## src/rtl/adam_apb_mst_pkg.sv

```systemverilog
// Shared types for the APB4 requester: bus-width config, FSM state and response payload.
//   ADAM_ADDR_WIDTH / ADAM_DATA_WIDTH : default bus widths used by ADAM peripherals
//   ADDR_T / DATA_T / STRB_T          : bus field types at those widths
//   apb_mst_state_e                   : requester FSM states
//   apb_mst_rsp_t                     : captured response {rdata, err}
package adam_apb_mst_pkg;

    localparam int unsigned ADAM_ADDR_WIDTH = 32;
    localparam int unsigned ADAM_DATA_WIDTH = 32;
    localparam int unsigned ADAM_STRB_WIDTH = ADAM_DATA_WIDTH / 8;

    typedef logic [ADAM_ADDR_WIDTH-1:0] ADDR_T;
    typedef logic [ADAM_DATA_WIDTH-1:0] DATA_T;
    typedef logic [ADAM_STRB_WIDTH-1:0] STRB_T;

    typedef enum logic [2:0] {
        ST_IDLE   = 3'd0,
        ST_SETUP  = 3'd1,
        ST_ACCESS = 3'd2,
        ST_RESP   = 3'd3,
        ST_PAUSED = 3'd4
    } apb_mst_state_e;

    typedef struct packed {
        DATA_T rdata;
        logic  err;
    } apb_mst_rsp_t;

endpackage

```

## src/rtl/adam_apb_mst_if.sv

```systemverilog
// APB4 bus bundle between a requester and a completer.
//   master modport : drives paddr/pprot/psel/penable/pwrite/pwdata/pstrb,
//                    samples pready/prdata/pslverr
//   slave modport  : the mirror image
interface adam_apb_mst_if
    import adam_apb_mst_pkg::*;
#(
    parameter int unsigned ADDR_WIDTH = ADAM_ADDR_WIDTH,
    parameter int unsigned DATA_WIDTH = ADAM_DATA_WIDTH
);

    logic [ADDR_WIDTH-1:0]   paddr;
    logic [2:0]              pprot;
    logic                    psel;
    logic                    penable;
    logic                    pwrite;
    logic [DATA_WIDTH-1:0]   pwdata;
    logic [DATA_WIDTH/8-1:0] pstrb;
    logic                    pready;
    logic [DATA_WIDTH-1:0]   prdata;
    logic                    pslverr;

    modport master (
        output paddr, pprot, psel, penable, pwrite, pwdata, pstrb,
        input  pready, prdata, pslverr
    );

    modport slave (
        input  paddr, pprot, psel, penable, pwrite, pwdata, pstrb,
        output pready, prdata, pslverr
    );

endinterface

```

## src/rtl/adam_apb_mst.sv

```systemverilog
// APB4 requester: converts a valid/ready request channel into single APB
// transfers and returns {rdata, err} on a valid/ready response channel.
// Drains any in-flight transfer before acknowledging a pause, and aborts an
// ACCESS phase that exceeds TIMEOUT wait cycles (0 disables the abort).
//   clk_i, rst_i             : clock, synchronous active-high reset
//   pause_req_i / pause_ack_o: pause handshake
//   req_*                    : request channel (req_ready_o is combinational)
//   rsp_*                    : response channel
//   mst                      : APB master port
module adam_apb_mst
    import adam_apb_mst_pkg::*;
#(
    parameter int unsigned ADDR_WIDTH = ADAM_ADDR_WIDTH,
    parameter int unsigned DATA_WIDTH = ADAM_DATA_WIDTH,
    parameter int unsigned TIMEOUT    = 64
) (
    input  logic                      clk_i,
    input  logic                      rst_i,

    input  logic                      pause_req_i,
    output logic                      pause_ack_o,

    input  logic                      req_valid_i,
    output logic                      req_ready_o,
    input  logic [ADDR_WIDTH-1:0]     req_addr_i,
    input  logic                      req_write_i,
    input  logic [DATA_WIDTH-1:0]     req_wdata_i,
    input  logic [DATA_WIDTH/8-1:0]   req_strb_i,
    input  logic [2:0]                req_prot_i,

    output logic                      rsp_valid_o,
    input  logic                      rsp_ready_i,
    output logic [DATA_WIDTH-1:0]     rsp_rdata_o,
    output logic                      rsp_err_o,

    adam_apb_mst_if.master            mst
);

    // A zero TIMEOUT still gets a 1-bit counter so the logic stays legal.
    localparam int unsigned CNT_WIDTH = (TIMEOUT == 0) ? 1 : $clog2(TIMEOUT + 1);
    localparam logic [CNT_WIDTH-1:0] CNT_MAX = CNT_WIDTH'(TIMEOUT);

    apb_mst_state_e              state_q;
    logic [ADDR_WIDTH-1:0]       paddr_q;
    logic [2:0]                  pprot_q;
    logic                        psel_q;
    logic                        penable_q;
    logic                        pwrite_q;
    logic [DATA_WIDTH-1:0]       pwdata_q;
    logic [DATA_WIDTH/8-1:0]     pstrb_q;
    logic                        rsp_valid_q;
    apb_mst_rsp_t                rsp_q;
    logic                        pause_ack_q;
    logic [CNT_WIDTH-1:0]        cnt_q;
    logic [CNT_WIDTH-1:0]        cnt_d;
    logic                        timeout_c;

    // Wait counter increment, saturating at TIMEOUT.
    assign cnt_d = (cnt_q == CNT_MAX) ? cnt_q : cnt_q + CNT_WIDTH'(1);

    // Abort when this wait cycle brings the count to TIMEOUT; pready in the
    // same cycle is checked first and therefore wins.
    assign timeout_c = (TIMEOUT != 0) && (cnt_d == CNT_MAX);

    // Ready only in IDLE with no pause pending; held low while reset is applied.
    assign req_ready_o = (state_q == ST_IDLE) && !pause_req_i && !rst_i;

    // FSM, request capture, response capture and wait counter.
    always_ff @(posedge clk_i) begin
        if (rst_i) begin
            state_q     <= ST_IDLE;
            paddr_q     <= '0;
            pprot_q     <= '0;
            psel_q      <= 1'b0;
            penable_q   <= 1'b0;
            pwrite_q    <= 1'b0;
            pwdata_q    <= '0;
            pstrb_q     <= '0;
            rsp_valid_q <= 1'b0;
            rsp_q       <= '0;
            pause_ack_q <= 1'b0;
            cnt_q       <= '0;
        end else begin
            unique case (state_q)
                ST_IDLE: begin
                    if (pause_req_i) begin
                        pause_ack_q <= 1'b1;
                        state_q     <= ST_PAUSED;
                    end else if (req_valid_i) begin
                        // Reads never expose write data or strobes on the bus.
                        paddr_q  <= req_addr_i;
                        pprot_q  <= req_prot_i;
                        pwrite_q <= req_write_i;
                        pwdata_q <= req_write_i ? req_wdata_i : '0;
                        pstrb_q  <= req_write_i ? req_strb_i  : '0;
                        psel_q   <= 1'b1;
                        state_q  <= ST_SETUP;
                    end
                end

                ST_SETUP: begin
                    penable_q <= 1'b1;
                    cnt_q     <= '0;
                    state_q   <= ST_ACCESS;
                end

                ST_ACCESS: begin
                    if (mst.pready) begin
                        psel_q      <= 1'b0;
                        penable_q   <= 1'b0;
                        rsp_q.rdata <= (pwrite_q || mst.pslverr) ? '0
                                                                 : ADAM_DATA_WIDTH'(mst.prdata);
                        rsp_q.err   <= mst.pslverr;
                        rsp_valid_q <= 1'b1;
                        state_q     <= ST_RESP;
                    end else if (timeout_c) begin
                        psel_q      <= 1'b0;
                        penable_q   <= 1'b0;
                        rsp_q.rdata <= '0;
                        rsp_q.err   <= 1'b1;
                        rsp_valid_q <= 1'b1;
                        state_q     <= ST_RESP;
                    end else begin
                        cnt_q <= cnt_d;
                    end
                end

                // Pause is deliberately not looked at until the response drains.
                ST_RESP: begin
                    if (rsp_ready_i) begin
                        rsp_valid_q <= 1'b0;
                        state_q     <= ST_IDLE;
                    end
                end

                ST_PAUSED: begin
                    if (!pause_req_i) begin
                        pause_ack_q <= 1'b0;
                        state_q     <= ST_IDLE;
                    end
                end

                default: state_q <= ST_IDLE;
            endcase
        end
    end

    assign mst.paddr   = paddr_q;
    assign mst.pprot   = pprot_q;
    assign mst.psel    = psel_q;
    assign mst.penable = penable_q;
    assign mst.pwrite  = pwrite_q;
    assign mst.pwdata  = pwdata_q;
    assign mst.pstrb   = pstrb_q;

    assign rsp_valid_o = rsp_valid_q;
    assign rsp_rdata_o = DATA_WIDTH'(rsp_q.rdata);
    assign rsp_err_o   = rsp_q.err;
    assign pause_ack_o = pause_ack_q;

endmodule

```

## src/flat_wrapper.sv

```systemverilog
// flat-port wrapper written by rule: the top's interface ports become plain ports
module adam_apb_mst_flat import adam_apb_mst_pkg::*;
#(
    parameter int unsigned ADDR_WIDTH = ADAM_ADDR_WIDTH,
    parameter int unsigned DATA_WIDTH = ADAM_DATA_WIDTH,
    parameter int unsigned TIMEOUT    = 64
)
  (clk_i, rst_i, pause_req_i, pause_ack_o, req_valid_i, req_ready_o, req_addr_i, req_write_i, req_wdata_i, req_strb_i, req_prot_i, rsp_valid_o, rsp_ready_i, rsp_rdata_o, rsp_err_o, mst_paddr, mst_pprot, mst_psel, mst_penable, mst_pwrite, mst_pwdata, mst_pstrb, mst_pready, mst_prdata, mst_pslverr);
  adam_apb_mst_if #(.ADDR_WIDTH(ADDR_WIDTH), .DATA_WIDTH(DATA_WIDTH)) mst_i ();
  input  logic clk_i;
  input  logic rst_i;
  input  logic pause_req_i;
  output logic pause_ack_o;
  input  logic req_valid_i;
  output logic req_ready_o;
  input  logic [ADDR_WIDTH-1:0] req_addr_i;
  input  logic req_write_i;
  input  logic [DATA_WIDTH-1:0] req_wdata_i;
  input  logic [DATA_WIDTH/8-1:0] req_strb_i;
  input  logic [2:0] req_prot_i;
  output logic rsp_valid_o;
  input  logic rsp_ready_i;
  output logic [DATA_WIDTH-1:0] rsp_rdata_o;
  output logic rsp_err_o;
  output wire logic [$bits(mst_i.paddr)-1:0] mst_paddr;
  output wire logic [$bits(mst_i.pprot)-1:0] mst_pprot;
  output wire logic [$bits(mst_i.psel)-1:0] mst_psel;
  output wire logic [$bits(mst_i.penable)-1:0] mst_penable;
  output wire logic [$bits(mst_i.pwrite)-1:0] mst_pwrite;
  output wire logic [$bits(mst_i.pwdata)-1:0] mst_pwdata;
  output wire logic [$bits(mst_i.pstrb)-1:0] mst_pstrb;
  input wire logic [$bits(mst_i.pready)-1:0] mst_pready;
  input wire logic [$bits(mst_i.prdata)-1:0] mst_prdata;
  input wire logic [$bits(mst_i.pslverr)-1:0] mst_pslverr;
  assign mst_paddr = mst_i.paddr;
  assign mst_pprot = mst_i.pprot;
  assign mst_psel = mst_i.psel;
  assign mst_penable = mst_i.penable;
  assign mst_pwrite = mst_i.pwrite;
  assign mst_pwdata = mst_i.pwdata;
  assign mst_pstrb = mst_i.pstrb;
  assign mst_i.pready = mst_pready;
  assign mst_i.prdata = mst_prdata;
  assign mst_i.pslverr = mst_pslverr;
  adam_apb_mst #(.ADDR_WIDTH(ADDR_WIDTH), .DATA_WIDTH(DATA_WIDTH), .TIMEOUT(TIMEOUT)) u_core (.clk_i(clk_i), .rst_i(rst_i), .pause_req_i(pause_req_i), .pause_ack_o(pause_ack_o), .req_valid_i(req_valid_i), .req_ready_o(req_ready_o), .req_addr_i(req_addr_i), .req_write_i(req_write_i), .req_wdata_i(req_wdata_i), .req_strb_i(req_strb_i), .req_prot_i(req_prot_i), .rsp_valid_o(rsp_valid_o), .rsp_ready_i(rsp_ready_i), .rsp_rdata_o(rsp_rdata_o), .rsp_err_o(rsp_err_o), .mst(mst_i));
endmodule
```

## config.mk

```make
export PLATFORM = sky130hd
export DESIGN_NAME = adam_apb_mst_flat
export DESIGN_NICKNAME = d
export VERILOG_FILES = /design/src/rtl/adam_apb_mst_pkg.sv /design/src/rtl/adam_apb_mst_if.sv /design/src/rtl/adam_apb_mst.sv /design/src/flat_wrapper.sv
export SDC_FILE = /design/constraint.sdc
export NUM_CORES = 1
export LEC_CHECK = 0
export CAP_MARGIN = 20
export CORE_MARGIN = 1
export CORE_UTILIZATION = 42
export CTS_BUF_LIST = sky130_fd_sc_hd__clkbuf_8
export CTS_CLUSTER_DIAMETER = 50
export DETAILED_ROUTE_END_ITERATION = 10
export PLACE_DENSITY = 0.93
export SLEW_MARGIN = 15
export SYNTH_ARGS = -nofsm -noshare
export SYNTH_HDL_FRONTEND = slang
export SYNTH_SLANG_ARGS = --single-unit
```

## constraint.sdc

```tcl
create_clock -name clk_i -period 2.6 [get_ports clk_i]
set_input_delay 0.52 -clock clk_i [delete_from_list [all_inputs] [get_ports clk_i]]
set_output_delay 0.52 -clock clk_i [all_outputs]
set_load 0.02 [all_outputs]
```

## Yosys cells after proc, flatten, opt, wreduce, memory -nomap -nowiden

Cells that the tools add are included.

- RAM bits: 0
- Memories: 0
- Latch bits: 0
- Bits in read-only memories: 0
- Output and inout port bits: 110
- Flip-flop bits (word level): 119

- Shifts and indexed selects: 0
- Add/sub/neg operators: 1
- Eq/ne operators: 15
- Bitwise operators: 1
- $lt $le $gt $ge: 0
- Reductions and logical operators: 19
- Div/mod/pow operators: 0
- Muxes and demuxes: 29
- $mul: 0

Operators by type and width:

| cell | number |
|---|---|
| 33-bit 2-to-1 mux | 2 |
| 32-bit 2-to-1 mux | 2 |
| 7-bit 2-to-1 mux | 3 |
| 3-bit 2-to-1 mux | 6 |
| 3-bit one-hot mux with 5 select lines | 1 |
| 7-bit equality test (second input constant) | 2 |
| 2-bit != test (second input constant) | 7 |
| 7-bit one-hot mux with 2 select lines | 1 |
| 3-bit AND reduction | 4 |
| 2-bit nonzero test | 5 |
| 1-bit 2-to-1 mux | 9 |
| 1-bit one-hot mux with 2 select lines | 4 |
| 4-bit AND reduction | 2 |
| 7-bit by 1-bit adder with 7-bit output (second input constant) | 1 |
| 3-bit by 2-bit equality test with 1-bit output (second input constant) | 2 |
| 4-bit 2-to-1 mux | 1 |
| 2-bit AND reduction | 2 |
| 3-bit by 1-bit equality test with 1-bit output (second input constant) | 1 |
| 3-bit equality test (second input constant) | 1 |
| 3-bit zero test | 1 |
| 3-bit by 2-bit != test with 1-bit output (second input constant) | 1 |
| 3-bit != test (second input constant) | 1 |
| 1-bit logical AND | 2 |
| 1-bit zero test | 2 |
| 2 further kinds | 2 |

## Logic depth before layout (Yosys ltp)

Gate-level depths: netlist (run 1).

- Word-level depth: 6
- Mapped depth: 11
- Depth with buffers taken out: 9

## Least setup slack after synthesis (run 1)

No wires, ideal clock.

- Path kind: reg2reg
- From: register u_core.cnt_q[0]
- To: register u_core.rsp_q, in the netlist u_core.rsp_rdata_o[10]
- Setup time: 0.128 ns
- Required time: 2.472 ns
- Path slack: 0.408 ns
- Arrival time: 2.065 ns
- Path buffers: 2
- Clock period less this slack: 2.192 ns
- Cell stages (with the launch flop): 11
- Cell sequence: dfxtp_1 ha_1 and3_1 a31oi_1 o41ai_4 o311ai_4 nand2b_1 buf_6 buf_6 a22oi_2 nor2_1

- Word-level cells in the longest chain between the ends: 5

RTL lines:

| element | RTL line | text |
|---|---|---|
| from (decl) | adam_apb_mst.sv:54 | `logic [CNT_WIDTH-1:0] cnt_q;` |
| from (signal assigned) | adam_apb_mst.sv:124 | `cnt_q <= cnt_d;` |
| 7-bit by 1-bit adder with 7-bit output or 7-bit equality test (tied branches) | adam_apb_mst.sv:59 | `assign cnt_d = (cnt_q == CNT_MAX) ? cnt_q : cnt_q + CNT_WIDTH'(1);` |
| 7-bit 2-to-1 mux (*) | adam_apb_mst.sv:59 |  |
| 7-bit equality test (*) | adam_apb_mst.sv:63 | `assign timeout_c = (TIMEOUT != 0) && (cnt_d == CNT_MAX);` |
| 2-bit nonzero test (no source line) (*) | -- |  |
| 2-bit AND reduction (no source line) (*) | -- |  |
| to (decl) | adam_apb_mst.sv:52 | `apb_mst_rsp_t rsp_q;` |

Mark *: on every way between the ends. The rest lies on a longest branch, timed or not.
A chain may end at the register's enable or synchronous reset.

## Final worst setup path (run 1)

- From: register u_core.cnt_q[0]
- To: register u_core.rsp_q, in the netlist u_core.rsp_rdata_o[31]

The elaborated chain is that of the path after synthesis.

==> flow_summary.ini, run 1 <==
[min_path]
min_path_cells = 2
hold_path.class = flop to flop

[layout]
drive_gt1_share_pct = 11.1
antennaDiodeCount = 0
fin_cells = 904
area_growth_pct = 59.6
nets = 864
utilization_pct = 69.0

[floorplan]
coreArea_mm2 = 0.0108
initial_core_util_pct = 43.2
dieWidth_um = 108
die_area_mm2 = 0.0116
rows = 38
io_pins = 221
die_h_um = 108

[setup_path]
cp-end-kind = flop
slowest_stage = dfxtp_4
path_max_fanout = 33
crit_chain = ha_1 > and3_1 > a31oi_1 > o41ai_4 > o311ai_4 > nand2b_2 > buf_12 > a22oi_1 > nor2_1
cp_data_arrival_time_ns = 2.71
crit_required_ns = 2.87
r2r_cells = 9
cpPeakStageDelay_ns = 0.39
path_class = flop to flop
startpoint_type = flop

[sta]
tns_ns = 0
slew-limit-headroom_pct = 52.4
max_freq_mhz = 410
slew_viol_final = 0
min_period_ns = 2.44
setup_violations = 0
fin_crit_sh_pct = 93.8
hold_viol_final = 0
skew_ns = 0.0110
tightestPinTransition_ns = 0.714
rsz0062_at_grt = false

[synth]
syn_inst = 546
yosysUniqueCellTypes = 42
synth_top_family_by_area = compound AO/OA/AOI/OAI gates
synthTopCellsByArea = dfxtp_1 51%, a21oi_1 9.4%, nand2_1 9.3%, a22oi_2 8.0%, nand3_1 4.2%
yosysSeqAreaShare_pct = 50.8
synth_simple_gate_area_share_pct = 21.2
synth-edff-count = 0
syn_nets = 659
syn_area_per_cell_um2 = 8.58
synth_top_cell_area_share_pct = 50.8
yosysWarnings = 0
synthesis.area_mm2 = 0.00469
synthXorXnorAreaFrac_pct = 0.187
ys_seq_elements = 119
yosys_most_used_dff = dfxtp_1
yosys.area.top_type = dfxtp_1
ys_async_sr_fraction_pct = 0
synth_adder_area_share_pct = 0.534
synthMuxAreaShare_pct = 0
synth_compound_area_share_pct = 22.4

[detailed_routing]
first_pass_iters = 5
wl_per_cell_um = 15.2
wl_um = 13700
ant_nets = 0
num_vias = 4700
first_iter_violations = 265
vias_per_cell = 5.20
drcViolationCount = 0

[cts]
numCtsBuffers = 17
hold_buffers = 0
root_buffer = clkbuf_8
cts-htree-levels = 4
clkLatencyLatePin_ns = 0.42
post-cts-setup-buffers = 0
cts_tree = yes
cts_sinks = 119
clkTransAtPathRegs_ns = 0.07
clockBufferDepth = 2

[run_status]
status = finished, final reports clean

[pwr]
cellPowerDensity_mw_per_mm2 = 668
leakagePower_nw = 2.62
peakVddDrop_uv = 396

[grt]
antenna_found_initial = 0
grt_pass1_wl_um = 21300
grt_pass1_vias = 4515
overflow = 0
gr-usage-all-layers_pct = 23.6
grt_max_degree = 74

[place]
placed_cells = 872
portBuffers = 220
place_congestion = 0.803
dp_hpwl_um = 9720

[run]
maxCapViolCount = 0
==> critical path, delay by kind of cell, from the launching register on <==
| kind | cells | cell delay [ns] |
|---|---|---|
| compound gates | 4 | 0.96 |
| fa+ha+maj | 1 | 0.20 |
| buf+inv | 1 | 0.20 |
| flops | 1 | 0.39 |
| simple gates | 3 | 0.56 |
==> kinds of logic after synthesis <==
group / after synthesis
AND/OR/NAND/NOR: 230
flip-flops: 119
buffers and inverters: 51
adder cells (fa/ha/maj): 2
XOR/XNOR: 1
AO/OA/AOI/OAI: 143
==> per-layer routing <==
metal,part of all wire [%],vias to the layer above,global-route usage (%)
li1,-,2270,-
met1,39,2188,25.5
met2,48,211,39.9
met3,9.8,31,9.44
met4,2.3,0,11.3
met5,0,-,0
==> path summary, 6_finish.rpt <==
kind | startpoint | end | slack, ns
min | u_core.mst.pwdata[15] | u_core.mst.pwdata[15] | 0.45
max | u_core.cnt_q[0] | u_core.rsp_rdata_o[31] | 0.16
max reg2reg | u_core.cnt_q[0] | u_core.rsp_rdata_o[31] | 0.16
min reg2reg | u_core.mst.pwdata[15] | u_core.mst.pwdata[15] | 0.45
==> flip-flops by register name, indices dropped and copies added, names as in the netlist <==
name and flops:
u_core.rsp_err_o 1, u_core.cnt_q 7, u_core.rsp_rdata_o 32, u_core.rsp_valid_o 1
u_core.mst.psel 1, u_core.mst.pwrite 1, u_core.mst.pstrb 4, u_core.pause_ack_o 1
u_core.mst.pwdata 32, u_core.state_q 3, u_core.mst.paddr 32, u_core.mst.penable 1
u_core.mst.pprot 3
==> placed cells by master (no fill, tap or decap), drive strengths merged, types with 3 or more instances in the layout <==
cell type,count
clkinvlp,3
nor2,48
bufinv,5
clkdlybuf4s50,218
a21o,3
clkbuf,19
a21oi,88
nor3,3
nand3,39
dfxtp,119
and2,3
nand2,116
nand2b,8
and3,3
inv,10
buf,11
o21ai,4
a22oi,33
==> power by group <==
group	switching [W]	internal, W	leakage [nW]
clock network	0.000735	0.00119	0.231
logic	0.000543	0.000502	1.42
registers	0.0000916	0.00194	0.966
total	0.00137	0.00363	2.62
==> per-stage QoR <==
step	area [um2]	setup WS, ns	power, W	hold WS [ns]
after floorplan	4690	0.408	0.00260	0.478
after global placement	7000	0.0138	0.00307	0.437
after detailed placement	7000	0.0620	0.00311	0.444
after CTS	7470	0.0454	0.00505	0.453
after global routing	7480	0.0347	0.00523	0.473
final	7480	0.160	0.00500	0.450
==> Yosys cell counts (2+ instances only) <==
master    number
buf_6          4
buf_1          2
nand2b_1       8
nand2_1      116
ha_1           2
a211oi_1       2
and3_1         3
a31oi_1        2
nand3_1       39
nor2_1        48
o21ai_0        4
inv_1          7
a21o_1         3
buf_2          4
a21oi_1       88
nor2b_1        2
dfxtp_1      119
a22oi_1        3
clkbuf_1      34
and2_1         3
a22oi_2       30
nor3_1         3
==> final cells by class <==
type | instances | area (um2)
flip-flops and latches | 119 | 2390
well taps | 140 | 175
inverters | 7 | 26.3
clock buffers | 19 | 262
fillers | 784 | 3360
clock inverters | 13 | 203
multi-input cells | 376 | 2100
repair buffers | 230 | 2330
==> timing repair <==
| item | CTS | global route |
|---|---|---|
| cloned | 0 | 0 |
| endpoints found under the setup margin | 1 | 34 |
| resized for setup | 1 | 4 |
| pin swaps | 0 | 1 |
(Power assumes the default switching activity.)
==> inputs of run 2 (changes only) <==
==> constraint.sdc (replaced) <==
create_clock -name clk_i -period 2.8 [get_ports clk_i]
set_input_delay 0.56 -clock clk_i [delete_from_list [all_inputs] [get_ports clk_i]]
set_output_delay 0.56 -clock clk_i [all_outputs]
set_load 0.02 [all_outputs]
==> flow_summary.ini, run 2 (synthesis results as in run 1) <==
[floorplan]
io_pins = 221
coreArea_mm2 = 0.0108
initial_core_util_pct = 43.2
dieWidth_um = 108
die_area_mm2 = 0.0116
die_h_um = 108
rows = 38

[grt]
overflow = 0
gr-usage-all-layers_pct = 23.2
antenna_found_initial = 0
grt_util_met1_pct = 24.6
busiest_layer = met2
grt_pass1_vias = 4620
grt_max_degree = 58
grt_use_met2_pct = 39.9
grt_pass1_wl_um = 20900
met3_usage_pct = 9.81

[detailed_routing]
ant_nets = 0
drcViolationCount = 0
wl_per_cell_um = 15.0
first_iter_violations = 196
wl_um = 13500
num_vias = 4672
first_pass_iters = 7
vias_per_cell = 5.17

[layout]
area_growth_pct = 56.5
drive_gt1_share_pct = 10.6
layout_commonest_cell = clkdlybuf4s50_1
final_cell_mix = 219 x clkdlybuf4s50_1, 119 x dfxtp_1, 115 x nand2_1
finalInstanceArea_mm2 = 0.00733
nFillCells = 832
antennaDiodeCount = 0
fin_cells = 903
nets = 865

[setup_path]
crit_top_cell = clkdlybuf4s50_1
crit_required_ns = 2.24
path_class = input pin to output pin
crit_path_start = pause_req_i
cpPeakStageDelay_ns = 0.63
r2r_start = u_core.cnt_q[0]
crit_chain = clkdlybuf4s50_1 > nor4_1 > nor2b_1 > clkdlybuf4s50_1
cp-end-kind = output pin
slowest_stage = clkdlybuf4s50_1
startpoint_type = input pin
cp_data_arrival_time_ns = 2.06
path_max_fanout = 2

[sta]
hold_viol_final = 0
max_freq_mhz = 382
slew-limit-headroom_pct = 67.2
skew_ns = 0.0121
tightestPinTransition_ns = 0.492
fin_crit_sh_pct = 93.5
min_period_ns = 2.62
slew_viol_final = 0
rsz0062_at_grt = false
tns_ns = 0
setup_violations = 0

[pwr]
seqPwrFrac_pct = 44.9
peakVddDrop_uv = 293
combPwrFrac_pct = 22.8
netSwitchingPower_w = 0.00121
clock_power_share_pct = 32.3
leakagePower_nw = 2.55
p_int_w = 0.00298
switching_share_pct = 28.9
cellPowerDensity_mw_per_mm2 = 573

[place]
dpl_cell_area_mm2 = 0.00698
placed_cells = 873
place_congestion = 0.818
portBuffers = 220
dp_hpwl_um = 9870

[cts]
hold_buffers = 0
numCtsBuffers = 17
clkLatencyLatePin_ns = 0.41
cts_resized = 0
cts-htree-levels = 4
cts_tree = yes
post-cts-setup-buffers = 0
cts_sinks = 119
clockBufferDepth = 2
clkTransAtPathRegs_ns = 0.07
root_buffer = clkbuf_8

[min_path]
hp-start = u_core.mst.pwdata[12]
hold_path.class = flop to flop

[run]
maxCapViolCount = 0

[run_status]
status = finished, final reports clean
==> run 2: cell types whose count changed in the layout (fill, tap and decap cells not counted), sizes merged <==
cell	change
buf	+1
bufinv	-4
clkdlybuf4s50	+1
clkinv	+4
clkinvlp	-1
dlymetal6s2s	-1
inv	-1
==> run 2: metal layers <==
layer / vias to the layer above / wire, um
met3: 28 / 1370
met2: 207 / 6720
li1: 2269 / -
met4: 0 / 312
met5: - / 0
met1: 2168 / 5140
==> run 2: metrics by stage <==
stage	hold slack [ns]	utilization [%]	setup slack (ns)	total power, W
after floorplan	0.478	-	0.608	0.00241
after global placement	0.437	64.4	0.131	0.00284
after detailed placement	0.445	64.4	0.157	0.00288
after CTS	0.454	67.6	0.136	0.00425
after global routing	0.475	67.7	0.0677	0.00442
final	0.454	67.7	0.182	0.00420
==> run 2: worst max-delay path: cells and delay by family <==
kind | cells | cell delay [ns]
and+or+nand+nor | 2 | 0.44
buffers and inverters | 2 | 1.06
==> run 2: power groups by stage <==
stage / logic (W) / clock network [W] / registers (W)
after floorplan: 0.000405 / 0 / 0.00201
after global placement: 0.000931 / 0 / 0.00191
after detailed placement: 0.000960 / 0 / 0.00192
after CTS: 0.000966 / 0.00140 / 0.00188
after global routing: 0.00104 / 0.00148 / 0.00190
final: 0.000958 / 0.00136 / 0.00188
==> run 2: path summary, 6_finish.rpt <==
path	to	slack (ns)	cells past startpoint
setup / recovery	req_ready_o	0.18	4
hold / removal	u_core.mst.pwdata[12]	0.45	2
setup reg to reg	u_core.rsp_rdata_o[0]	0.24	9
hold reg to reg	u_core.mst.pwdata[12]	0.45	2
==> run 2: layout make-up <==
class	instances	area [um2]	share of cell area, %
inverter	7	26.3	0.358
sequential	119	2380	32.5
clock buffer	19	262	3.57
timing repair buffer	231	2310	31.5
tap	140	175	2.39
multi-input combinational	376	2090	28.5
clock inverter	11	86.3	1.18
==> inputs of run 3 (changes only) <==
--- a/config.mk
+++ b/config.mk
@@ -5,12 +5,14 @@
 export SDC_FILE = /design/constraint.sdc
 export NUM_CORES = 1
 export LEC_CHECK = 0
+export ABC_AREA = 1
 export CAP_MARGIN = 20
 export CORE_MARGIN = 1
-export CORE_UTILIZATION = 42
+export CORE_UTILIZATION = 43
 export CTS_BUF_LIST = sky130_fd_sc_hd__clkbuf_8
 export CTS_CLUSTER_DIAMETER = 50
 export DETAILED_ROUTE_END_ITERATION = 10
+export HOLD_SLACK_MARGIN = 0.15
 export PLACE_DENSITY = 0.93
 export SLEW_MARGIN = 15
 export SYNTH_ARGS = -nofsm -noshare
==> flow_summary.ini, run 3 <==
[run_status]
status = finished, final reports clean

[floorplan]
die_h_um = 110
rows = 38
initial_core_util_pct = 45.0
die_area_mm2 = 0.0120
coreArea_mm2 = 0.0111
io_pins = 221
dieWidth_um = 110

[synth]
ys_seq_elements = 119
syn_area_per_cell_um2 = 7.72
synth.top_cells.by_count = 131 x nand2_1, 124 x nor2_1, 119 x dfxtp_1
synth_most_common_cell = nand2_1
synth-edff-count = 0
syn_inst = 646
yosys_most_used_dff = dfxtp_1
synth_top_cell_area_share_pct = 47.8
synthesis.area_mm2 = 0.00499
yosysWarnings = 0
yosysSeqAreaShare_pct = 47.8
syn_nets = 759
synthTopCellsByArea = dfxtp_1 48%, nand2_1 9.9%, nor2_1 9.3%, nand3_1 5.1%, o21ai_0 4.3%
yosys.area.top_type = dfxtp_1
yosysUniqueCellTypes = 32
ys_async_sr_fraction_pct = 0

[detailed_routing]
num_vias = 5024
wl_um = 14600
first_iter_violations = 420
vias_per_cell = 4.99
first_pass_iters = 7
ant_nets = 0
wl_per_cell_um = 14.5
drcViolationCount = 0

[cts]
cts_sinks = 119
clockBufferDepth = 2
hold_buffers = 0
clkLatencyLatePin_ns = 0.44
clkTransAtPathRegs_ns = 0.07
cts_tree = yes
cts-htree-levels = 4
root_buffer = clkbuf_8
numCtsBuffers = 17

[grt]
grt_pass1_vias = 4632
grt_util_met1_pct = 25.8
antenna_found_initial = 0
grt_max_degree = 73
met3_usage_pct = 11.3
grt_use_met2_pct = 41.4
grt_pass1_wl_um = 22100
busiest_layer = met2
gr-usage-all-layers_pct = 24.3
overflow = 0

[layout]
nets = 965
drive_gt1_share_pct = 10.2
finalInstanceArea_mm2 = 0.00761
nFillCells = 871
area_growth_pct = 52.5
final_cell_mix = 218 x clkdlybuf4s50_1, 130 x nand2_1, 124 x nor2_1
layout_commonest_cell = clkdlybuf4s50_1

[pwr]
peakVddDrop_uv = 583
cellPowerDensity_mw_per_mm2 = 758
leakagePower_nw = 2.90
finalPower_w = 0.00577

[setup_path]
crit_required_ns = 3.13
path_max_fanout = 34
cp-end-kind = flop
startpoint_type = flop
path_class = flop to flop
cp_data_arrival_time_ns = 2.69

[place]
portBuffers = 220
dp_hpwl_um = 9660
dpl_cell_area_mm2 = 0.00718
place_congestion = 0.880

[sta]
hold_viol_final = 0
rsz0062_at_grt = false
tightestPinTransition_ns = 0.676
tns_ns = 0
whs_ns = 0.464
fin_crit_sh_pct = 84.4
slew-limit-headroom_pct = 54.9
slew_viol_final = 0
min_period_ns = 2.36
max_freq_mhz = 423
skew_ns = 0.0115
setup_violations = 0

[run]
maxCapViolCount = 0

[min_path]
hold_path.class = flop to flop
## run 3: worst paths after layout
check,from,to,slack (ns),cells after the start
max,u_core.cnt_q[0],u_core.rsp_rdata_o[7],0.44,12
min,u_core.mst.pwdata[9],u_core.mst.pwdata[9],0.46,2
max reg2reg,u_core.cnt_q[0],u_core.rsp_rdata_o[7],0.44,12
min reg2reg,u_core.mst.pwdata[9],u_core.mst.pwdata[9],0.46,2
## run 3: cell families (layout without fill, tap and decap cells)
kind of cell / Yosys count / after routing / synth area share (%)
compound gates: 105 / 105 / 12.3
xor+xnor: 1 / 1 / 0.176
fa+ha+maj: 2 / 2 / 0.502
buf+inv: 74 / 293 / 8.23
flops: 119 / 119 / 47.8
other cells: 0 / 1 / 0
simple gates: 345 / 345 / 31.0
## run 3: critical path, cell delays in order, from the launching register on
cell	delay (ns)
dfxtp_1	0.42
ha_1	0.25
nand2_2	0.08
clkinv_2	0.08
nand3_1	0.07
nand2_1	0.10
nand2_1	0.09
nor2_2	0.18
nand3_4	0.30
nand2_4	0.41
nand2_1	0.10
nand2_1	0.10
nor2_1	0.06
## run 3: power breakdown
part,total (W),internal (W),switching (W)
Combinational,0.00197,0.000857,0.00111
Sequential,0.00213,0.00196,0.000178
Clock,0.00167,0.000957,0.000710
## run 3: cell type report
type / count / area, um2 / share of cell area, %
Sequential cell: 119 / 2380 / 31.3
Timing Repair Buffer: 230 / 2310 / 30.4
Multi-Input combinational cell: 453 / 2200 / 28.9
Clock buffer: 17 / 234 / 3.08
Clock inverter: 15 / 186 / 2.45
Tap cell: 140 / 175 / 2.30
Inverter: 31 / 118 / 1.55
Antenna cell: 1 / 2.50 / 0.0329
## run 3: through the flow
stage	util, %	setup slack [ns]	cells
2_1_floorplan	-	1.08	646
3_3_place_gp	64.8	0.186	973
3_5_place_dp	64.8	0.155	973
4_1_cts	68.6	0.117	1005
5_1_grt	68.6	0.283	1005
6_report	68.7	0.437	1006
## run 3: metal layers
metal	part of all wire [%]	vias up
li1	-	2508
met1	39	2278
met2	49	212
met3	9.9	26
met4	2.0	0
met5	0	-
## run 3: timing repair
action / CTS / global route
gates resized for setup: 0 / 1
endpoints found under the setup margin: 0 / 1
buffers inserted: 0 / 0
hold endpoints to repair: 0 / 0
